$ cat config.mk
export PLATFORM = sky130hd
export DESIGN_NAME = writeback_queue
export DESIGN_NICKNAME = d
export VERILOG_FILES = /design/src/rtl/writeback_queue.sv
export SDC_FILE = /design/constraint.sdc
export NUM_CORES = 1
export LEC_CHECK = 0
export CORE_MARGIN = 2
export CORE_UTILIZATION = 25
export CTS_CLUSTER_DIAMETER = 200
export DETAILED_ROUTE_END_ITERATION = 8
export PLACE_DENSITY = 0.44
export SLEW_MARGIN = 20
export SYNTH_ARGS = -nofsm -noshare
export SYNTH_HDL_FRONTEND = slang
export SYNTH_SLANG_ARGS = --single-unit
$ cat constraint.sdc
create_clock -name clk -period 2.65 [get_ports clk]
set_input_delay 0.3975 -clock clk [delete_from_list [all_inputs] [get_ports clk]]
set_output_delay 0.3975 -clock clk [all_outputs]
set_load 0.05 [all_outputs]
$ cat src/rtl/writeback_queue.sv
// Writeback stage: merges ALU and LSU results through a small FIFO onto the
// single register-file write port, and reports which registers have writes in flight.
module writeback_queue #(
    parameter int LEN_REG   = 32,
    parameter int LEN_REGNO = 4,
    parameter int NUM_REGS  = 16,
    parameter int DEPTH     = 4
) (
    input  logic                 clk,
    input  logic                 rst,
    input  logic                 alu_valid_i,
    input  logic [LEN_REGNO-1:0] alu_r_i,
    input  logic [LEN_REG-1:0]   alu_data_i,
    output logic                 alu_ready_o,
    input  logic                 lsu_valid_i,
    input  logic [LEN_REGNO-1:0] lsu_r_i,
    input  logic [LEN_REG-1:0]   lsu_data_i,
    output logic                 lsu_ready_o,
    output logic                 wb_o,
    output logic [LEN_REGNO-1:0] wb_r_o,
    output logic [LEN_REG-1:0]   result_o,
    output logic [NUM_REGS-1:0]  pending_o,
    output logic                 empty_o
);

    localparam int PTR_W = (DEPTH > 1) ? $clog2(DEPTH) : 1;
    localparam int CNT_W = $clog2(DEPTH + 1);
    localparam logic [CNT_W-1:0] DEPTH_C = CNT_W'(DEPTH);

    logic [LEN_REGNO-1:0] regno_q [DEPTH];
    logic [LEN_REGNO-1:0] regno_d [DEPTH];
    logic [LEN_REG-1:0]   data_q  [DEPTH];
    logic [LEN_REG-1:0]   data_d  [DEPTH];

    logic [PTR_W-1:0]     rd_ptr_q, rd_ptr_d;
    logic [PTR_W-1:0]     wr_ptr_q, wr_ptr_d;
    logic [CNT_W-1:0]     count_q, count_d;
    logic                 wb_q, wb_d;
    logic [LEN_REGNO-1:0] wb_r_q, wb_r_d;
    logic [LEN_REG-1:0]   result_q, result_d;

    logic [CNT_W-1:0]     free;
    logic                 alu_xfer, lsu_xfer, pop;
    logic [PTR_W-1:0]     lsu_slot;
    logic [PTR_W-1:0]     offset;

    // Readies use the count at cycle start; a same-cycle pop frees nothing yet.
    always_comb begin
        free        = DEPTH_C - count_q;
        alu_ready_o = (free != '0);
        lsu_ready_o = (free >= CNT_W'(2)) || ((free == CNT_W'(1)) && !alu_valid_i);
        alu_xfer    = alu_valid_i && alu_ready_o;
        lsu_xfer    = lsu_valid_i && lsu_ready_o;
        pop         = (count_q != '0);
        lsu_slot    = alu_xfer ? (wr_ptr_q + PTR_W'(1)) : wr_ptr_q;
    end

    always_comb begin
        regno_d  = regno_q;
        data_d   = data_q;
        wr_ptr_d = wr_ptr_q + PTR_W'(alu_xfer) + PTR_W'(lsu_xfer);
        rd_ptr_d = rd_ptr_q + PTR_W'(pop);
        count_d  = count_q + CNT_W'(alu_xfer) + CNT_W'(lsu_xfer) - CNT_W'(pop);
        wb_d     = pop;
        wb_r_d   = wb_r_q;
        result_d = result_q;

        // ALU lands first so a same-register LSU result retires after it.
        if (alu_xfer) begin
            regno_d[wr_ptr_q] = alu_r_i;
            data_d[wr_ptr_q]  = alu_data_i;
        end
        if (lsu_xfer) begin
            regno_d[lsu_slot] = lsu_r_i;
            data_d[lsu_slot]  = lsu_data_i;
        end
        if (pop) begin
            wb_r_d   = regno_q[rd_ptr_q];
            result_d = data_q[rd_ptr_q];
        end
    end

    always_ff @(posedge clk) begin
        if (rst) begin
            rd_ptr_q <= '0;
            wr_ptr_q <= '0;
            count_q  <= '0;
            wb_q     <= 1'b0;
            wb_r_q   <= '0;
            result_q <= '0;
        end else begin
            rd_ptr_q <= rd_ptr_d;
            wr_ptr_q <= wr_ptr_d;
            count_q  <= count_d;
            wb_q     <= wb_d;
            wb_r_q   <= wb_r_d;
            result_q <= result_d;
        end
    end

    // Slot contents need no reset: occupancy is tracked by the pointers and count.
    always_ff @(posedge clk) begin
        regno_q <= regno_d;
        data_q  <= data_d;
    end

    always_ff @(posedge clk) begin
        if (!rst) begin
            assert (count_q <= DEPTH_C);
        end
    end

    always_comb begin
        pending_o = '0;
        offset    = '0;
        for (int i = 0; i < DEPTH; i++) begin
            offset = PTR_W'(i) - rd_ptr_q;
            if (CNT_W'(offset) < count_q) begin
                pending_o[regno_q[i]] = 1'b1;
            end
        end
        if (wb_q) begin
            pending_o[wb_r_q] = 1'b1;
        end
    end

    assign wb_o     = wb_q;
    assign wb_r_o   = wb_r_q;
    assign result_o = result_q;
    assign empty_o  = (count_q == '0) && !wb_q;

endmodule

### Word level (Yosys, flattened, before mapping)

Cells that the tools add are included.

| cells by class | value |
|---|---|
| add/subtract/negate cells | 12 |
| magnitude comparators | 20 |
| eq/ne operators | 1 |
| mux-type cells | 38 |
| bitwise logic cells | 7 |
| reduce and logical (&&, ||, !) cells | 17 |

Operators by type and width:

| kind | count |
|---|---|
| $bwmux 128 | 2 |
| $mux 128 | 2 |
| $demux 32 s2 | 2 |
| $mux 32 | 4 |
| $mux 16 | 7 |
| $bmux 32 s2 | 1 |
| $or 16x16->16 | 4 |
| $bwmux 16 | 2 |
| $lt 4x5->1 const B | 5 |
| $demux 1 s4 | 5 |
| $ge 4x1->1 const B | 5 |
| $demux 4 s2 | 2 |
| $mux 4 | 4 |
| $lt 2x3->1 | 4 |
| $logic_and 1x1->1 | 11 |
| $ge 3x3->1 const B | 3 |
| $not 2->3 | 3 |
| $bmux 4 s2 | 1 |
| $add 2x1->2 | 3 |
| $add 3x1->3 | 2 |
| $lt 3x1->1 const B | 2 |
| $reduce_bool 3->1 | 2 |
| $mux 1 | 5 |
| $sub 1x2->2 const A | 2 |
| 10 further kinds | 12 |

| word-level totals | value |
|---|---|
| bits in registers | 188 |
| bits of input ports | 76 |
| logic and storage cells | 109 |

### Longest topological paths before layout

| depth | value |
|---|---|
| depth after elaboration | 13 |
| mapped depth | 11 |
| gate-level depth less buffers | 10 |

### Worst setup path after synthesis

No wires, ideal clock.

| timing | value |
|---|---|
| path kind | register to output |
| start point | register rd_ptr_q[0] |
| end point | output port pending_o[12] |
| arrival | 2672 ps |
| required time | 2253 ps |
| slack | -420 ps |
| cell stages (with the launch flop) | 11 |
| cells stage by stage | dfxtp_1 > buf_2 > buf_2 > buf_2 > xnor2_1 > inv_1 > ha_1 > nor2b_1 > a2111oi_1 > nand3_1 > nand4_1 |

| between the ends | value |
|---|---|
| cells in the longest elaborated chain, start to end | 11 |

Ends and longest elaborated chain:

| what | line | text |
|---|---|---|
| start, declared | 35 | `logic [PTR_W-1:0] rd_ptr_q, rd_ptr_d;` |
| start signal, assigned | 92 | `rd_ptr_q <= rd_ptr_d;` |
| $sub 1x2->2 | 117 | `offset = PTR_W'(i) - rd_ptr_q;` |
| $lt 2x3->1 | 118 | `if (CNT_W'(offset) < count_q) begin` |
| $mux 16 | 118 |  |
| $or 16x16->16 (no source line) | n/a |  |
| $mux 16 | 118 |  |
| $or 16x16->16 (no source line) | n/a |  |
| $mux 16 | 118 |  |
| $or 16x16->16 (no source line) | n/a |  |
| $mux 16 * | 118 |  |
| $or 16x16->16 (no source line) | n/a |  |
| $mux 16 * | 122 | `if (wb_q) begin` |
| end, declared | 22 | `output logic [NUM_REGS-1:0] pending_o,` |

Every way passes the cells marked *; elsewhere a longest branch is shown, timed or not.

### Worst setup path after layout

| timing | value |
|---|---|
| start point | register rd_ptr_q[1] |
| end point | output port pending_o[7] |

The elaborated chain is that of the path after synthesis.

==> flow_metrics.py <==
metrics = {
    "die": {
        "dieArea_um2": 42100,
        "die_w_um": 205,
        "start_util_pct": 25.4,
        "io_pins": 132,
        "core_area_um2": 39800,
        "die_y_um": 205,
        "fp-row-count": 73,
    },
    "worst_setup_path": {
        "end_kind": "output port",
        "crit_buf_inv": 2,
        "start_kind": "flip-flop",
        "crit_type": "flip-flop to output port",
        "cp_top_family": "compound AO/OA/AOI/OAI gates",
        "crit_fanout": 7,
        "path_cells": "xnor2_2, ha_1, nor2b_4, a211oi_2, buf_4, a41oi_2, o211ai_1, clkbuf_16",
        "cp.required_ns": 2.25,
        "cp_slowest_cell": "dfxtp_4",
        "max_stage_delay_ns": 0.37,
        "worstPathArrival_ns": 2.33,
    },
    "clock_tree": {
        "clkTransAtPathRegs_ns": 0.08,
        "cts_hold_buffers": 0,
        "numCtsBuffers": 17,
        "insertion_delay_ns": 0.45,
        "htree_levels": 4,
        "cts_buffer_depth": 2,
        "clock_sinks": 188,
        "cts_root_buf": "clkbuf_16",
        "cts_tree": "built",
    },
    "grt": {
        "overflow": 0,
        "grt_start_max_net_pins": 39,
        "grt_pass1_vias": 7669,
        "antenna_found_initial": 1,
        "grt_usage_pct": 15.1,
        "grt_first_pass_wirelength_um": 47300,
    },
    "cells_and_area": {
        "regArea_um2": 3770,
        "layout.core_utilization_pct": 33.6,
        "layout-drive-gt1-share_pct": 46.9,
        "stdcell_area_um2": 13400,
        "synthToLayoutAreaGrowth_pct": 32.5,
        "post_layout_nonfiller_instances": 1561,
        "nNetsFinal": 1116,
        "multi_input_area_um2": 6290,
        "fillCellCount": 4090,
    },
    "power": {
        "vdd_drop_max_mv": 0.538,
        "power_switching_share_pct": 40.6,
        "p_int_mw": 12.0,
        "finalPower_mw": 20.3,
        "leakagePower_nw": 5.02,
        "combPwrFrac_pct": 60.3,
        "pwr-share-seq_pct": 27.2,
        "p_switching_mw": 8.23,
        "pwr_density_cell_nw_per_um2": 1510,
        "clock_power_share_pct": 12.4,
    },
    "synthesis": {
        "synth-edff-count": 0,
        "synth_seq_cells": 188,
        "synth_top_flop_cell": "dfxtp_1",
        "yosysTopAreaCell": "dfxtp_1",
        "synth_area_leaders": "dfxtp_1 (37%), mux2_2 (29%), mux4_2 (8.0%)",
        "yosysMostFrequentCell": "mux2_2",
        "synth_cell_types": 53,
        "yosysWarningCount": 0,
        "synthArstFlopShare_pct": 0,
        "synth_area_um2": 10100,
        "yosys-top-cells-count": "mux2_2 (264), dfxtp_1 (188), nand2_1 (82), a21oi_1 (37), mux4_2 (36)",
        "netlist.area_leader.share_pct": 37.2,
        "postSynthAreaPerCell_um2": 11.5,
        "synthCells": 877,
        "seq_area_frac_synth_pct": 37.2,
        "synth_fp_nets": 971,
    },
    "timing": {
        "post-route-period-util_pct": 103,
        "max-slew-margin-rel_pct": 49.6,
        "timing.hold.ws_ns": 0.456,
        "clock_skew_ns": 0.0110,
        "setup_viol": 14,
        "setup_ws_ns": -0.0731,
        "tns_ns": -0.520,
        "timing.final.crit_period_ns": 2.72,
        "rsz0062_at_grt": "true",
        "hold_viol": 0,
        "slew_viol_final": 0,
        "fmax_mhz": 367,
        "worst_pin_slew_ns": 0.755,
    },
    "routing": {
        "drt-wirelength-per-cell_um": 19.8,
        "drt_iter0_drc": 377,
        "drt-pass1-iter-count": 4,
        "route.detailed.drc": 0,
        "vias_per_cell": 4.68,
        "detail-route-antenna-nets": 0,
        "vias": 7304,
        "drt_wl_total_um": 31000,
    },
    "placed_design": {
        "io_buffers": 131,
        "dp_slack_ns": 0.0942,
        "dpl.cell_count": 1518,
        "placed_area_um2": 12500,
        "gp_congestion": 0.786,
        "dpl.hpwl_um": 20900,
    },
    "outcome": {
        "violations": "setup timing",
        "status": "complete, but fails checks",
    },
    "min_path": {
        "hp-class": "primary input to flip-flop",
    },
    "flow_run": {
        "cap_violations": 0,
    },
}
[worst register-to-register path: cells and delay by family (launching register included)]
| kind | cells | cell delay, ns |
|---|---|---|
| buffers and inverters | 2 | 0.17 |
| DFF | 1 | 0.33 |
| and+or+nand+nor | 2 | 0.31 |
| adders and majority gates | 5 | 1.54 |
[routing by layer]
| layer | GRT usage (%) | share of wire [%] | wire (um) | vias to the layer above |
|---|---|---|---|---|
| met5 | 0 | 0.039 | 12 | - |
| met4 | 3.67 | 1.2 | 386 | 2 |
| met3 | 3.26 | 3.9 | 1210 | 24 |
| met2 | 25.6 | 49 | 15100 | 150 |
| met1 | 19.5 | 46 | 14300 | 3608 |
| li1 | - | - | - | 3520 |
[sequential cells by signal, indices dropped and copies added (netlist names)]
register,flops
count_q,3
data_q,128
rd_ptr_q,2
regno_q,16
result_o,32
wb_o,1
wb_r_o,4
wr_ptr_q,2
[power by group through the flow]
stage / sequential [mW] / combinational (mW) / clock, mW
3_3_place_gp: 5.50 / 11.6 / 0
5_1_grt: 5.71 / 13.1 / 2.74
6_report: 5.52 / 12.2 / 2.52
2_1_floorplan: 6.09 / 7.31 / 0
3_5_place_dp: 5.54 / 11.7 / 0
4_1_cts: 5.48 / 12.1 / 2.62
[final timing paths]
| path | start | endpoint | slack [ns] | cells after the start |
|---|---|---|---|---|
| setup / recovery | rd_ptr_q[1] | pending_o[7] | -0.07 | 8 |
| hold / removal | rst | wb_o | 0.46 | 2 |
| setup reg to reg | count_q[0] | count_q[1] | 0.17 | 9 |
| hold reg to reg | result_o[31] | result_o[31] | 0.46 | 2 |
[cell usage in the layout, fill, tap and decap left out, drive strengths merged, types with 8 or more instances in the layout]
| cell type | count |
|---|---|
| mux2 | 288 |
| dfxtp | 188 |
| clkdlybuf4s50 | 111 |
| nand2 | 86 |
| buf | 70 |
| a21oi | 38 |
| mux4 | 36 |
| clkbuf | 21 |
| nand3 | 20 |
| nor2b | 18 |
| inv | 18 |
| nor2 | 16 |
| ha | 15 |
| a22oi | 14 |
| nand2b | 12 |
| nand4 | 8 |
| o2111ai | 8 |
[cells by family (layout without fill, tap and decap cells)]
group	after synthesis	after routing	share of synthesized area [%]
mux	324	324	40.8
xor+xnor	5	5	0.433
other cells	0	1	0
fa+ha+maj	18	18	2.45
flops	188	188	37.2
compound gates	82	82	5.70
simple gates	187	187	9.59
buf+inv	73	231	3.82
[repair_timing]
item	CTS	global route
gates resized for setup	32	20
endpoints found under the setup margin	17	19
pin swaps	22	16
setup buffers	6	5
[area by class of cell]
class	count	area share [%]
inverters	16	0.504
flip-flops and latches	188	28.2
well taps	525	4.90
clock inverters	13	0.887
repair buffers	183	15.2
multi-input cells	616	47.0
diodes	1	0.0187
clock buffers	19	3.31
Note: power is estimated with default switching activity, not from simulation.
